## config.mk

```make
export PLATFORM = sky130hd
export DESIGN_NAME = spi_reg_bank
export DESIGN_NICKNAME = d
export VERILOG_FILES = /design/src/rtl/spi_regs_pkg.sv /design/src/rtl/cdc_sync.sv /design/src/rtl/spi_reg_bank.sv
export SDC_FILE = /design/constraint.sdc
export NUM_CORES = 1
export LEC_CHECK = 0
export CAP_MARGIN = 20
export CORE_ASPECT_RATIO = 0.6
export CORE_MARGIN = 8
export CORE_UTILIZATION = 47
export CTS_CLUSTER_SIZE = 16
export DETAILED_ROUTE_END_ITERATION = 10
export GPL_TIMING_DRIVEN = 0
export PLACE_DENSITY = 0.77
export REMOVE_ABC_BUFFERS = 1
export SLEW_MARGIN = 20
export SYNTH_ARGS = -nofsm -noshare
export SYNTH_HDL_FRONTEND = slang
export SYNTH_SLANG_ARGS = --single-unit
```

## constraint.sdc

```tcl
create_clock -name clk -period 1.65 [get_ports clk]
set_input_delay 0.33 -clock clk [delete_from_list [all_inputs] [get_ports clk]]
set_output_delay 0.33 -clock clk [all_outputs]
set_load 0.02 [all_outputs]
```

## src/rtl/spi_regs_pkg.sv

```systemverilog
// -----------------------------------------------------------------------------
// spi_regs_pkg
// Shared definitions for the SPI register bank: register count, the clear
// command (address/key pair), the FSM state encoding and small decode helpers.
// -----------------------------------------------------------------------------
package spi_regs_pkg;

  localparam int         NUM_REGS   = 8;
  localparam logic [7:0] CLEAR_ADDR = 8'hFF;
  localparam logic [7:0] CLEAR_KEY  = 8'hA5;

  // Frame handling FSM encoding; also exported on the debug state port.
  typedef enum logic [1:0] {
    ST_IDLE   = 2'd0,
    ST_SETTLE = 2'd1,
    ST_COMMIT = 2'd2
  } state_e;

  // Address selects one of the writable registers.
  function automatic logic is_reg_addr(input logic [7:0] addr);
    return addr < 8'(NUM_REGS);
  endfunction

  // Whole word is the clear-all command.
  function automatic logic is_clear_cmd(input logic [15:0] word);
    return (word[15:8] == CLEAR_ADDR) && (word[7:0] == CLEAR_KEY);
  endfunction

endpackage

```

## src/rtl/cdc_sync.sv

```systemverilog
// -----------------------------------------------------------------------------
// cdc_sync
// Multi-flop synchronizer for a single asynchronous level signal.
// Parameters:
//   STAGES    - number of flops in the chain (2 or more)
//   RESET_VAL - value every flop takes while rst_n is low
// Ports:
//   clk   in  destination clock
//   rst_n in  asynchronous active-low reset
//   d     in  asynchronous input level
//   q     out synchronized level (output of the last flop)
// -----------------------------------------------------------------------------
module cdc_sync #(
  parameter int   STAGES    = 2,
  parameter logic RESET_VAL = 1'b1
) (
  input  logic clk,
  input  logic rst_n,
  input  logic d,
  output logic q
);

  logic [STAGES-1:0] sync_q;
  logic [STAGES-1:0] sync_d;

  // Shift toward the MSB; bit 0 is the first (metastable-capturing) flop.
  always_comb begin
    sync_d = {sync_q[STAGES-2:0], d};
  end

  always_ff @(posedge clk or negedge rst_n) begin
    if (!rst_n) begin
      sync_q <= {STAGES{RESET_VAL}};
    end else begin
      sync_q <= sync_d;
    end
  end

  assign q = sync_q[STAGES-1];

endmodule

```

## src/rtl/spi_reg_bank.sv

```systemverilog
// -----------------------------------------------------------------------------
// spi_reg_bank
// Eight 8-bit registers written from SPI words. The rising edge of spi_cs
// (synchronized into clk) marks a frame end; after SETTLE_CYC cycles the word
// on spi_data ([15:8] address, [7:0] data) is latched and committed:
//   address 0..7      -> write register, one-cycle wr_stb with wr_addr
//   0xFF with 0xA5    -> clear all registers, no wr_stb
//   anything else     -> discarded
// One further frame may queue while a frame is in flight; more are dropped.
//
// Optional feature macro: SPI_REG_BANK_ERRCNT_EN adds err_cnt, a saturating
// count of discarded and dropped words, cleared by the clear command.
//
// Parameters:
//   SYNC_STAGES - spi_cs synchronizer depth (>= 2)
//   SETTLE_CYC  - cycles from frame event to data latch (1..15)
// Ports:
//   clk        in  system clock
//   reset_n    in  asynchronous active-low reset
//   spi_cs     in  SPI chip select (asynchronous)
//   spi_data   in  last received SPI word
//   regs       out flattened registers, reg N at [8N+7:8N]
//   wr_stb     out one-cycle pulse per committed register write
//   wr_addr    out written register index, qualified by wr_stb
//   busy       out high while the FSM is not idle
//   err_cnt    out error counter (only with SPI_REG_BANK_ERRCNT_EN)
//   dbg_state  out current FSM state (state_e encoding)
// -----------------------------------------------------------------------------
module spi_reg_bank
  import spi_regs_pkg::*;
#(
  parameter int SYNC_STAGES = 2,
  parameter int SETTLE_CYC  = 2
) (
  input  logic        clk,
  input  logic        reset_n,
  input  logic        spi_cs,
  input  logic [15:0] spi_data,
  output logic [63:0] regs,
  output logic        wr_stb,
  output logic [2:0]  wr_addr,
  output logic        busy,
`ifdef SPI_REG_BANK_ERRCNT_EN
  output logic [7:0]  err_cnt,
`endif
  output logic [1:0]  dbg_state
);

  localparam logic [3:0] SETTLE_LOAD = 4'(SETTLE_CYC);

  // ---------------------------------------------------------------------------
  // Frame event: 0->1 on the synchronized chip select. The previous-value flop
  // resets high like the synchronizer, so a cs held high through reset release
  // never looks like an edge.
  // ---------------------------------------------------------------------------
  logic cs_sync;
  logic cs_prev_q, cs_prev_d;
  logic frame_evt;

  cdc_sync #(
    .STAGES    (SYNC_STAGES),
    .RESET_VAL (1'b1)
  ) u_cs_sync (
    .clk   (clk),
    .rst_n (reset_n),
    .d     (spi_cs),
    .q     (cs_sync)
  );

  assign cs_prev_d = cs_sync;
  assign frame_evt = cs_sync & ~cs_prev_q;

  // ---------------------------------------------------------------------------
  // FSM and datapath state
  // ---------------------------------------------------------------------------
  state_e      state_q, state_d;
  logic [3:0]  cnt_q, cnt_d;
  logic        pend_q, pend_d;
  logic [15:0] word_q, word_d;
  logic [7:0]  regs_q [NUM_REGS];
  logic [7:0]  regs_d [NUM_REGS];

  logic in_commit;
  logic cmd_write;
  logic cmd_clear;

  assign in_commit = (state_q == ST_COMMIT);
  assign cmd_write = in_commit & is_reg_addr(word_q[15:8]);
  assign cmd_clear = in_commit & is_clear_cmd(word_q);

  always_comb begin
    state_d = state_q;
    cnt_d   = cnt_q;
    pend_d  = pend_q;
    word_d  = word_q;
    case (state_q)
      ST_IDLE: begin
        if (frame_evt) begin
          state_d = ST_SETTLE;
          cnt_d   = SETTLE_LOAD;
        end
      end
      ST_SETTLE: begin
        cnt_d = cnt_q - 4'd1;
        // Counter reaching zero on this edge: latch the word now so that the
        // commit cycle lands SETTLE_CYC cycles after the SETTLE entry.
        if (cnt_q == 4'd1) begin
          word_d  = spi_data;
          state_d = ST_COMMIT;
        end
        // A second event while pending is already set leaves it set (dropped).
        if (frame_evt) begin
          pend_d = 1'b1;
        end
      end
      ST_COMMIT: begin
        // An event arriving in the commit cycle itself starts the next frame
        // directly; if a frame was already pending, that event is dropped.
        if (pend_q || frame_evt) begin
          state_d = ST_SETTLE;
          cnt_d   = SETTLE_LOAD;
          pend_d  = 1'b0;
        end else begin
          state_d = ST_IDLE;
        end
      end
      default: begin
        state_d = ST_IDLE;
      end
    endcase
  end

  always_comb begin
    regs_d = regs_q;
    if (cmd_clear) begin
      for (int i = 0; i < NUM_REGS; i++) begin
        regs_d[i] = 8'h00;
      end
    end else if (cmd_write) begin
      regs_d[word_q[10:8]] = word_q[7:0];
    end
  end

  always_ff @(posedge clk or negedge reset_n) begin
    if (!reset_n) begin
      state_q   <= ST_IDLE;
      cnt_q     <= 4'd0;
      pend_q    <= 1'b0;
      word_q    <= 16'h0000;
      cs_prev_q <= 1'b1;
      for (int i = 0; i < NUM_REGS; i++) begin
        regs_q[i] <= 8'h00;
      end
    end else begin
      state_q   <= state_d;
      cnt_q     <= cnt_d;
      pend_q    <= pend_d;
      word_q    <= word_d;
      cs_prev_q <= cs_prev_d;
      for (int i = 0; i < NUM_REGS; i++) begin
        regs_q[i] <= regs_d[i];
      end
    end
  end

  // ---------------------------------------------------------------------------
  // Outputs. wr_addr is only meaningful while wr_stb is high and is held at 0
  // otherwise.
  // ---------------------------------------------------------------------------
  always_comb begin
    regs = 64'h0;
    for (int i = 0; i < NUM_REGS; i++) begin
      regs[8*i +: 8] = regs_q[i];
    end
  end

  assign wr_stb    = cmd_write;
  assign wr_addr   = cmd_write ? word_q[10:8] : 3'd0;
  assign busy      = (state_q != ST_IDLE);
  assign dbg_state = state_q;

`ifdef SPI_REG_BANK_ERRCNT_EN
  // ---------------------------------------------------------------------------
  // Error counter. pend_q is never set in IDLE, so an event with pend_q high
  // is exactly a dropped event. A discard and a drop can coincide in the
  // commit cycle, hence the two-term add before saturation.
  // ---------------------------------------------------------------------------
  logic       cmd_discard;
  logic       drop_evt;
  logic [7:0] err_cnt_q, err_cnt_d;
  logic [8:0] err_sum;

  assign cmd_discard = in_commit & ~cmd_write & ~cmd_clear;
  assign drop_evt    = frame_evt & pend_q;

  always_comb begin
    err_sum = {1'b0, err_cnt_q} + 9'(cmd_discard) + 9'(drop_evt);
    if (cmd_clear) begin
      err_cnt_d = 8'h00;
    end else if (err_sum > 9'd255) begin
      err_cnt_d = 8'hFF;
    end else begin
      err_cnt_d = err_sum[7:0];
    end
  end

  always_ff @(posedge clk or negedge reset_n) begin
    if (!reset_n) begin
      err_cnt_q <= 8'h00;
    end else begin
      err_cnt_q <= err_cnt_d;
    end
  end

  assign err_cnt = err_cnt_q;
`endif

endmodule

```

Yosys cells after proc, flatten, opt, wreduce, memory -nomap -nowiden

Cells that the tools add are included.
W data, S select, Z words.

Flip-flop bits (word level): 90
Output and inout bits: 71
Word-level logic and storage cells: 60

$add $sub $neg: 1
Order comparisons: 3
Equality and inequality tests: 9
Multiplexer cells: 16
Bitwise logic cells: 5
Reductions and logical operators: 12

Operator list:

| cell                  | number |
|---|---|
| $mux W64              | 2 |
| $bwmux W64            | 1 |
| $demux W8 S3          | 1 |
| $eq A8 B8 Y1 const B  | 2 |
| $pmux W4 S3           | 1 |
| $lt A8 B4 Y1 const B  | 1 |
| $mux W4               | 2 |
| $mux W8               | 1 |
| $ne A2 B2 Y1 const B  | 3 |
| $pmux W2 S3           | 1 |
| $reduce_and A3 Y1     | 2 |
| $reduce_bool A2 Y1    | 3 |
| $eq A4 B1 Y1 const B  | 1 |
| $ge A4 B4 Y1 const B  | 1 |
| $lt A4 B1 Y1 const B  | 1 |
| $mux W2               | 2 |
| $not A3 Y4            | 1 |
| $reduce_and A2 Y1     | 2 |
| $sub A4 B1 Y4 const B | 1 |
| $and A1 B1 Y1         | 3 |
| $mux W1               | 3 |
| $mux W3               | 1 |
| $reduce_bool A3 Y1    | 1 |
| $eq A2 B1 Y1 const B  | 1 |
| other kinds (7)       | 8 |

Logic depth before layout (Yosys ltp)

Gate-level depths: netlist of run 1.

Word-level depth: 8
Gate-level depth with buffers: 6
Depth with buffers taken out: 5

By module

A second synthesis of run 1 with hierarchy kept.

Cell total of the unflattened synthesis: 416
Area, all modules: 4446.8 sq um

Modules (own cells, without submodules):

| module       | times used | cells each | area an instance (sq um) | sequential area each (sq um) |
|---|---|---|---|---|
| spi_reg_bank | 1          | 414        | 4394.2                   | 2203.4 |
| cdc_sync     | 1          | 2          | 52.6                     | 52.6 |

Worst setup path after synthesis of run 1

OpenSTA, ideal clock, no wires.

Kind: register to output
Start point: register state_q[0] (netlist: dbg_state[0])
End point: output port wr_addr[1]
Arrival: 2.055 ns
Data required time: 1.320 ns
Setup slack: -0.735 ns
Stages on the path, launching flop included: 6
Buffers on the path: 2
Path through: dfrtp_1 -> buf_6 -> or4b_4 -> buf_6 -> nor4_2 -> and2_1

Cells in the longest elaborated chain, start to end: 3

RTL lines:

| element                | line                | RTL |
|---|---|---|
| from (decl)            | spi_reg_bank.sv:76  | `state_e state_q, state_d;` |
| from (signal assigned) | spi_reg_bank.sv:155 | `state_q <= state_d;` |
| $eq A2 B2 Y1           | spi_reg_bank.sv:87  | `assign in_commit = (state_q == ST_COMMIT);` |
| $and A1 B1 Y1          | spi_reg_bank.sv:88  | `assign cmd_write = in_commit & is_reg_addr(word_q[15:8]);` |
| net wr_stb             | spi_reg_bank.sv:40  | `output logic wr_stb,` |
| $mux W3                | spi_reg_bank.sv:178 | `assign wr_addr = cmd_write ? word_q[10:8] : 3'd0;` |
| to (decl)              | spi_reg_bank.sv:41  | `output logic [2:0] wr_addr,` |

The timed path passes the listed nets, and every way through them passes these cells.

Worst setup path after layout of run 1

Start point: register word_q[12]
End point: output port wr_addr[1]

Cells in the longest elaborated chain, start to end: 3

RTL lines:

| element                | line                | RTL |
|---|---|---|
| from (decl)            | spi_reg_bank.sv:79  | `logic [15:0] word_q, word_d;` |
| from (signal assigned) | spi_reg_bank.sv:158 | `word_q <= word_d;` |
| $lt A8 B4 Y1           | spi_regs_pkg.sv:21  | `return addr < 8'(NUM_REGS);` |
| $and A1 B1 Y1          | spi_reg_bank.sv:88  |  |
| $mux W3                | spi_reg_bank.sv:178 |  |

Every way passes these cells.

==> results.toml, run 1 <==
[sta]
worst_pin_slew_ps = 1170
relSlewSlack_pct = 22.0
fin_ws_ps = -625
rsz0062_at_grt = "true"
fin_crit_sh_pct = 138
slew_violations = 0
post-route-min-period_ps = 2280
setup_tns_ps = -19970
setup_viol = 77
hold_violations = 3
hold_slack_ps = -4.60
fmax_mhz = 440
skew_ps = 11.4

[synthesis]
syn_area_um2 = 4470
netlist_top_cells_area = "dfrtp_1 49%, a22oi_1 11%, o31ai_1 11%"
async_reset_ff_share_pct = 100
yosys.area.top_type = "dfrtp_1"
ys_seq_elements = 90
synthCells = 416
yosysWarnings = 0
ys_seq_area_share_pct = 50.4
netlist.area_leader.share_pct = 48.7
ys_types = 39
synthFlopType = "dfrtp_1"
post_synth.cell_area_avg_um2 = 10.8
synth-edff-count = 0

[route]
wl_um = 21200
wire_per_inst_um = 30.9
drc = 0
vias = 5187
drt_iter0_drc = 855
drt-pass1-iter-count = 7
antenna_left = 0
viasPerCell = 7.55

[cells_and_area]
area_growth_pct = 65.3
nets = 573
drive_gt1_share_pct = 44.7
diodes = 0

[status]
violations = "negative hold slack, negative setup slack"
status = "finished with violations"

[pwr]
ir_worst_vdd_uv = 1100
p_clk_share_pct = 19.9
powerDensity_nw_per_um2 = 1330
comb_power_share_pct = 45.1
switching_share_pct = 47.2
power.switching_mw = 4.63
power.internal_mw = 5.17
leakagePower_nw = 3.52
p_seq_share_pct = 35.0

[grt]
gr-usage-met1_pct = 36.7
grt_pass1_wl_um = 28900
use_met3_pct = 12.7
gr-usage-all-layers_pct = 29.0
antenna_found_initial = 0
grt_pass1_vias = 4800
grt_util_met2_pct = 41.2
grt_max_degree = 50
grt_busiest_layer = "met2"
grt_overflow_total = 0

[critical_path]
critPathMaxFanout = 3
start_kind = "flip-flop"
max_stage_delay_ps = 570
critPathBufInv = 1
crit_chain = "or4b_4 -> nor4_4 -> and2_1 -> buf_6"
cp_data_arrival_time_ps = 1950
worst_ep_required_time_ps = 1320
path_delay_family = "simple AND/OR/NAND/NOR gates"
cp_slowest_cell = "or4b_4"
critPathKind = "flip-flop to output pin"
worst_setup_path_end_kind = "output pin"

[clocking]
cts_max_level = 3
cts_tree = "done"
clk_path_buf_depth = 2
cts_root_buf = "clkbuf_16"
cts_hold_buf = 0
clock_latency_ps = 360
cts.sink_count = 90
clkTransAtPathRegs_ps = 70
numCtsBuffers = 9

[die]
die_x_um = 142
initial_core_util_pct = 48.5
die_height_um = 91.6
core_um2 = 9220
dieArea_um2 = 13000
rows = 27
io_pins = 90

[flow_run]
maxCapViolations = 0

[min_path]
hold_path.class = "primary input to async pin"

[placement]
gp_congestion = 0.774
dpl.hpwl_um = 8700
portBuffers = 89
[layout by cell type, fill, tap and decap left out, drive strengths merged, types with 4 or more instances in the layout]
master / instances
nand4: 65
inv: 4
o31ai: 64
nand2b: 5
mux2: 16
clkbuf: 11
dfrtp: 87
clkdlybuf4s50: 17
nor2: 4
buf: 92
a22oi: 64
dlymetal6s2s: 10
or4: 4
clkinv: 4
or4b: 11
dlygate4sd2: 54
[worst reg2reg max path, stage by stage (launching register included)]
cell      delay [ps]
dfrtp_2          430
buf_6            140
buf_4            150
nor4b_4          410
buf_4            230
clkbuf_4         200
nand4_1          150
a22oi_1          230
[registers in the layout (all words and copies together) (netlist names)]
register / cells
regs: 64
word_q: 16
cnt_q: 4
dbg_state: 2
u_cs_sync.sync_q: 2
cs_prev_q: 1
pend_q: 1
[Yosys cell counts (2+ instances only)]
cell type / instances
buf_6: 6
a21oi_1: 2
nand3_1: 2
nand2_1: 3
clkbuf_1: 42
o21bai_1: 2
nand4_1: 65
nor2b_1: 2
nor4b_1: 2
ha_1: 2
buf_1: 3
a22oi_1: 64
buf_2: 15
nand2b_1: 5
inv_1: 4
dfstp_2: 3
or2_2: 2
dfrtp_1: 87
o21ai_0: 2
mux2_2: 16
and2_1: 2
nor2_1: 4
o31ai_1: 64
or3_1: 2
[cells by family (layout without fill, tap and decap cells)]
group                    Yosys count  in the layout  share of synthesized area, %
XOR/XNOR                           1              1                         0.196
AND/OR/NAND/NOR                  101            114                          14.8
AO/OA/AOI/OAI                    136            136                          22.7
buffers and inverters             70            198                          7.30
multiplexers                      16             16                          4.03
adder cells (fa/ha/maj)            2              2                         0.559
flip-flops                        90             90                          50.4
[stage by stage]
step | std cells | util, % | cell area, um^2 | setup slack, ps | power (mW)
after global placement | 569 | 56.6 | 5220 | -6810 | 5.09
after floorplan | 350 | - | 4160 | -4390 | 4.26
after global routing | 687 | 80.2 | 7390 | -680 | 9.93
final | 687 | 80.2 | 7390 | -625 | 9.80
after CTS | 662 | 72.6 | 6700 | -586 | 8.66
after detailed placement | 591 | 58.8 | 5420 | -1230 | 5.30
[power groups by stage]
stage | logic [mW] | registers (mW) | clock network (mW)
2_1_floorplan | 1.20 | 3.06 | 0
3_3_place_gp | 1.86 | 3.23 | 0
3_5_place_dp | 2.02 | 3.28 | 0
4_1_cts | 3.51 | 3.22 | 1.93
5_1_grt | 4.50 | 3.40 | 2.03
6_report | 4.42 | 3.43 | 1.95
[layout make-up]
cell class | count | area, um^2
Multi-Input combinational cell | 269 | 2850
Sequential cell | 90 | 2280
Fill cell | 470 | 1830
Timing Repair Buffer | 178 | 1820
Clock buffer | 9 | 225
Tap cell | 130 | 163
Clock inverter | 7 | 46.3
Inverter | 4 | 15.0
[per-layer routing]
layer  vias up  wire, um  part of all wire [%]
met5         -         0                     0
met4         0      1390                   6.5
met3       178      3310                    16
met2       558      8870                    42
li1       1970         -                     -
met1      2481      7680                    36
[final timing paths]
check,slack (ps),from,cells after the start,end
worst max-delay path,-630,word_q[12],4,wr_addr[1]
max in group asynchronous,910,reset_n,2,cs_prev_q
min in group clk,360,u_cs_sync.sync_q[0],0,u_cs_sync.sync_q[1]
worst min register to register,360,u_cs_sync.sync_q[0],0,u_cs_sync.sync_q[1]
worst min-delay path,-5,reset_n,1,regs[17]
worst max register to register,-400,word_q[13],7,regs[40]
[repair_timing]
item                                    in CTS  in global routing
pin swaps                                   31                 48
endpoints found under the setup margin     133                 97
resized for setup                          219                 87
gates cloned                                15                  2
buffers inserted                            41                 25
Power figures use the tool's default switching activity.
==> run 2: changes to the inputs <==
--- a/config.mk
+++ b/config.mk
@@ -12,6 +12,7 @@
 export CTS_CLUSTER_SIZE = 16
 export DETAILED_ROUTE_END_ITERATION = 10
 export GPL_TIMING_DRIVEN = 0
+export HOLD_SLACK_MARGIN = 0.15
 export PLACE_DENSITY = 0.77
 export REMOVE_ABC_BUFFERS = 1
 export SLEW_MARGIN = 20
==> run 2 against run 1 <==
  * The flow finishes with violations (negative setup slack)
  * Sequential share of layout area about the same
  * First-iteration DRC count decreased by 1.2%
  * Fmax increased by 0.14%
  * Register-to-register slack improved by 40 ps
  * Non-clock buffer count increased by 1
  * Wire length decreased by 0.24%
  * Setup slack improved by 3.2 ps
  * Sequential power about the same
  * Clock skew about the same
  * Global-route usage about the same
  * Hold slack improved by 360 ps
  * Combinational power about the same
  * Critical endpoint unchanged
  * Largest power group unchanged
==> results.toml, run 2 (synthesis gave the netlist of run 1 again) <==
[status]
status = "finished with violations"
violations = "negative setup slack"

[die]
die_x_um = 142
rows = 27
core_um2 = 9220
dieArea_um2 = 13000
initial_core_util_pct = 48.5
io_pins = 90
die_height_um = 91.6

[route]
viasPerCell = 7.45
antenna_left = 0
drt_iter0_drc = 845
wl_um = 21200
drt-pass1-iter-count = 7
wire_per_inst_um = 30.8
drc = 0
vias = 5123

[sta]
relSlewSlack_pct = 21.5
post-route-min-period_ps = 2270
setup_tns_ps = -19940
fmax_mhz = 440
fin_ws_ps = -622
hold_violations = 0
worst_pin_slew_ps = 1180
setup_viol = 80
skew_ps = 11.0
rsz0062_at_grt = "true"
fin_crit_sh_pct = 138
slew_violations = 0

[grt]
grt_max_degree = 50
antenna_found_initial = 0
grt_overflow_total = 0
gr-usage-all-layers_pct = 29.0
grt_pass1_wl_um = 28900
grt_pass1_vias = 4805

[flow_run]
maxCapViolations = 0

[pwr]
leakagePower_nw = 3.52
powerDensity_nw_per_um2 = 1320
ir_worst_vdd_uv = 1110

[cells_and_area]
drive_gt1_share_pct = 44.6
area_growth_pct = 65.5
nets = 574
mostFrequentLayoutCells = "69 x dfrtp_1, 65 x nand4_1, 54 x dlygate4sd2_1"
final_common_cell = "dfrtp_1"
final_cells = 688
diodes = 0
largest_register_ffs = 64

[clocking]
numCtsBuffers = 9
cts_root_buf = "clkbuf_16"
clock_latency_ps = 360
cts_max_level = 3
clkTransAtPathRegs_ps = 70
clk_path_buf_depth = 2
cts.sink_count = 90
cts_tree = "done"

[min_path]
hold_path.class = "flip-flop to flip-flop"

[critical_path]
critPathKind = "flip-flop to output pin"
worst_ep_required_time_ps = 1320
worst_setup_path_end_kind = "output pin"
cp_data_arrival_time_ps = 1940
critPathMaxFanout = 3
start_kind = "flip-flop"

[placement]
gp_congestion = 0.774
dpl.hpwl_um = 8700
dp.cells = 591
portBuffers = 89
==> run 2: cell types whose count changed in the layout (fill, tap and decap cells not counted), sizes merged <==
cell	before	now
dlygate4sd3	0	1
==> run 2: power by group <==
group | internal [mW] | leakage (nW) | total (mW) | switching [mW]
sequential | 2.58 | 1.18 | 3.43 | 0.849
clock | 1.02 | 0.127 | 1.94 | 0.924
combinational | 1.58 | 2.22 | 4.42 | 2.84
total | 5.17 | 3.52 | 9.79 | 4.62
==> run 2: layout make-up <==
class	count	area [um^2]
multi-input combinational	269	2850
timing repair buffer	179	1830
clock inverter	7	46.3
sequential	90	2280
clock buffer	9	225
fill	469	1820
tap	130	163
inverter	4	15.0
==> run 2: final timing paths <==
path	from	endpoint	slack (ps)	cells past startpoint
setup / recovery	word_q[12]	wr_addr[1]	-620	4
hold / removal	u_cs_sync.sync_q[0]	u_cs_sync.sync_q[1]	360	0
setup reg to reg	word_q[9]	regs[40]	-360	3
hold reg to reg	u_cs_sync.sync_q[0]	u_cs_sync.sync_q[1]	360	0
max in group asynchronous	reset_n	cs_prev_q	370	3
min in group asynchronous	reset_n	regs[17]	560	2
==> run 2: timing repair <==
| action | CTS | global route |
|---|---|---|
| hold buffers | 1 | 0 |
| hold endpoints to repair | 48 | 0 |
| setup endpoints to repair | 133 | 97 |
| pin swaps | 31 | 48 |
| resized for setup | 219 | 87 |
| setup buffers | 41 | 25 |
| cloned | 15 | 2 |
==> run 2: critical path: stages, from the launching register on <==
cell and delay [ps]:
dfrtp_2 410, or4b_4 570, nor4_4 290, and2_1 200, buf_6 120
==> run 2: per-layer routing <==
metal  track usage [%]  wire length (um)  vias to the layer above
met2              41.2              9000                      518
met1              36.8              7680                     2483
met3              12.7              3180                      155
met4              14.7              1320                        0
met5                 0                 0                        -
li1                  -                 -                     1967
==> run 2: metrics by stage <==
step / utilization [%] / instance area, um^2 / power (mW) / setup slack (ps) / hold slack [ps]
2_1_floorplan: - / 4160 / 4.26 / -4390 / 34.4
3_3_place_gp: 56.6 / 5220 / 5.09 / -6810 / 346
3_5_place_dp: 58.8 / 5420 / 5.30 / -1230 / 349
4_1_cts: 72.7 / 6710 / 8.66 / -586 / 358
5_1_grt: 80.3 / 7400 / 9.93 / -680 / 359
6_report: 80.3 / 7400 / 9.79 / -622 / 360
==> run 3: changes to the inputs <==
--- a/config.mk
+++ b/config.mk
@@ -14,6 +14,7 @@
 export GPL_TIMING_DRIVEN = 0
 export HOLD_SLACK_MARGIN = 0.15
 export PLACE_DENSITY = 0.77
+export RECOVER_POWER = 50
 export REMOVE_ABC_BUFFERS = 1
 export SLEW_MARGIN = 20
 export SYNTH_ARGS = -nofsm -noshare
==> run 3 against run 2 <==
  * Sequential share of layout area unchanged
  * Die area did not move
  * Combinational power about the same
  * Critical path depth did not move
  * Sequential cell count stayed put
  * Largest cell class unchanged
  * The run still ends with negative setup slack left
==> results.toml, run 3 (synthesis gave the netlist of run 1 again) <==
[clocking]
cts_tree = "done"
clk_path_buf_depth = 2
numCtsBuffers = 9
cts.sink_count = 90
clock_latency_ps = 370
clkTransAtPathRegs_ps = 70
cts_max_level = 3
cts_root_buf = "clkbuf_16"

[cells_and_area]
design_area_um2 = 7400
mostFrequentLayoutCells = "69 x dfrtp_1, 65 x nand4_1, 54 x dlygate4sd2_1"
area_growth_pct = 65.5
largest_register_ffs = 64
final_cells = 688
final_common_cell = "dfrtp_1"
diodes = 0
nets = 574
drive_gt1_share_pct = 44.6

[sta]
fin_crit_sh_pct = 138
slew_violations = 0
rsz0062_at_grt = "true"
hold_slack_ps = 360
setup_viol = 85
fmax_mhz = 438
post-route-min-period_ps = 2280
relSlewSlack_pct = 23.8
worst_pin_slew_ps = 1140
skew_ps = 13.6
hold_violations = 0
fin_ws_ps = -631

[critical_path]
critPathMaxFanout = 3
max_stage_delay_ps = 570
crit_chain = "or4b_4 -> nor4_4 -> and2_1 -> buf_6"
critPathKind = "flip-flop to output pin"
cp_slowest_cell = "or4b_4"
worst_ep_required_time_ps = 1320
start_kind = "flip-flop"
worst_setup_path_end_kind = "output pin"
cp_data_arrival_time_ps = 1950

[grt]
antenna_found_initial = 0
grt_max_degree = 50
grt_overflow_total = 0
grt_pass1_vias = 4805
grt_pass1_wl_um = 28900
gr-usage-all-layers_pct = 29.0

[flow_run]
maxCapViolations = 0

[pwr]
power.internal_mw = 5.17
switching_share_pct = 47.3
p_seq_share_pct = 34.9
p_clk_share_pct = 20.0
ir_worst_vdd_uv = 1100
power.switching_mw = 4.64
powerDensity_nw_per_um2 = 1320
leakagePower_nw = 3.52
comb_power_share_pct = 45.1

[route]
wire_per_inst_um = 30.9
drt_iter0_drc = 865
drc = 0
vias = 5138
antenna_left = 0
drt-pass1-iter-count = 8
viasPerCell = 7.47
wl_um = 21300

[placement]
dp.cells = 591
placed_area_um2 = 5420
gp_congestion = 0.774
dpl.hpwl_um = 8700
portBuffers = 89

[die]
dieArea_um2 = 13000
initial_core_util_pct = 48.5
die_x_um = 142
rows = 27
die_height_um = 91.6
io_pins = 90
core_um2 = 9220

[status]
status = "finished with violations"
violations = "negative setup slack"

[min_path]
hold_path.class = "flip-flop to flip-flop"
## run 3: cell types whose count changed in the layout (fill, tap and decap cells not counted)
cell,before,now
buf_4,47,46
clkbuf_4,1,2
clkdlybuf4s50_1,17,16
dlygate4sd3_1,1,2
## run 3: path summary, 6_finish.rpt
path,start,endpoint,slack (ps),cells after the start
min in group asynchronous,reset_n,regs[17],590,2
max in group asynchronous,reset_n,u_cs_sync.sync_q[0],310,3
max reg2reg,word_q[13],regs[43],-380,7
max,word_q[12],wr_addr[1],-630,4
min reg2reg,u_cs_sync.sync_q[0],u_cs_sync.sync_q[1],360,0
min,u_cs_sync.sync_q[0],u_cs_sync.sync_q[1],360,0
## run 3: critical path: cells and delay by family (launching register included)
family / cells / cell delay, ps
buffers and inverters: 1 / 120
DFF: 1 / 410
and+or+nand+nor: 3 / 1060
## run 3: final cells by class
| cell class | instances | area, um^2 |
|---|---|---|
| Clock buffer | 9 | 225 |
| Fill cell | 469 | 1820 |
| Clock inverter | 7 | 46.3 |
| Tap cell | 130 | 163 |
| Sequential cell | 90 | 2280 |
| Inverter | 4 | 15.0 |
| Multi-Input combinational cell | 269 | 2850 |
| Timing Repair Buffer | 179 | 1830 |
## run 3: repair_timing
action	in CTS	in global routing
resized for setup	219	87
pin swaps	31	48
buffers inserted	41	25
hold endpoints to repair	48	0
hold buffers	1	0
cloned	15	2
endpoints found under the setup margin	133	97
## run 3: power groups by stage
stage / clock network [mW] / logic, mW / registers (mW)
floorplan: 0 / 1.20 / 3.06
global placement: 0 / 1.86 / 3.23
detailed placement: 0 / 2.02 / 3.28
CTS: 1.93 / 3.51 / 3.22
global route: 2.03 / 4.51 / 3.40
finish: 1.96 / 4.43 / 3.42
## run 3: layer usage
layer / up-vias / part of all wire (%) / wire, um / global-route usage [%]
li1: 1971 / - / - / -
met1: 2456 / 36 / 7660 / 36.8
met2: 543 / 41 / 8770 / 41.2
met3: 168 / 16 / 3390 / 12.7
met4: 0 / 6.8 / 1450 / 14.7
met5: - / 0 / 0 / 0
## run 3: metrics by stage
stage | utilization (%) | worst slack (ps) | power (mW) | TNS [ps]
finish | 80.3 | -631 | 9.81 | -20190
global route | 80.3 | -680 | 9.93 | -22760
CTS | 72.7 | -586 | 8.66 | -10330
detailed placement | 58.8 | -1230 | 5.30 | -47150
global placement | 56.6 | -6810 | 5.09 | -699190
floorplan | - | -4390 | 4.26 | -285730
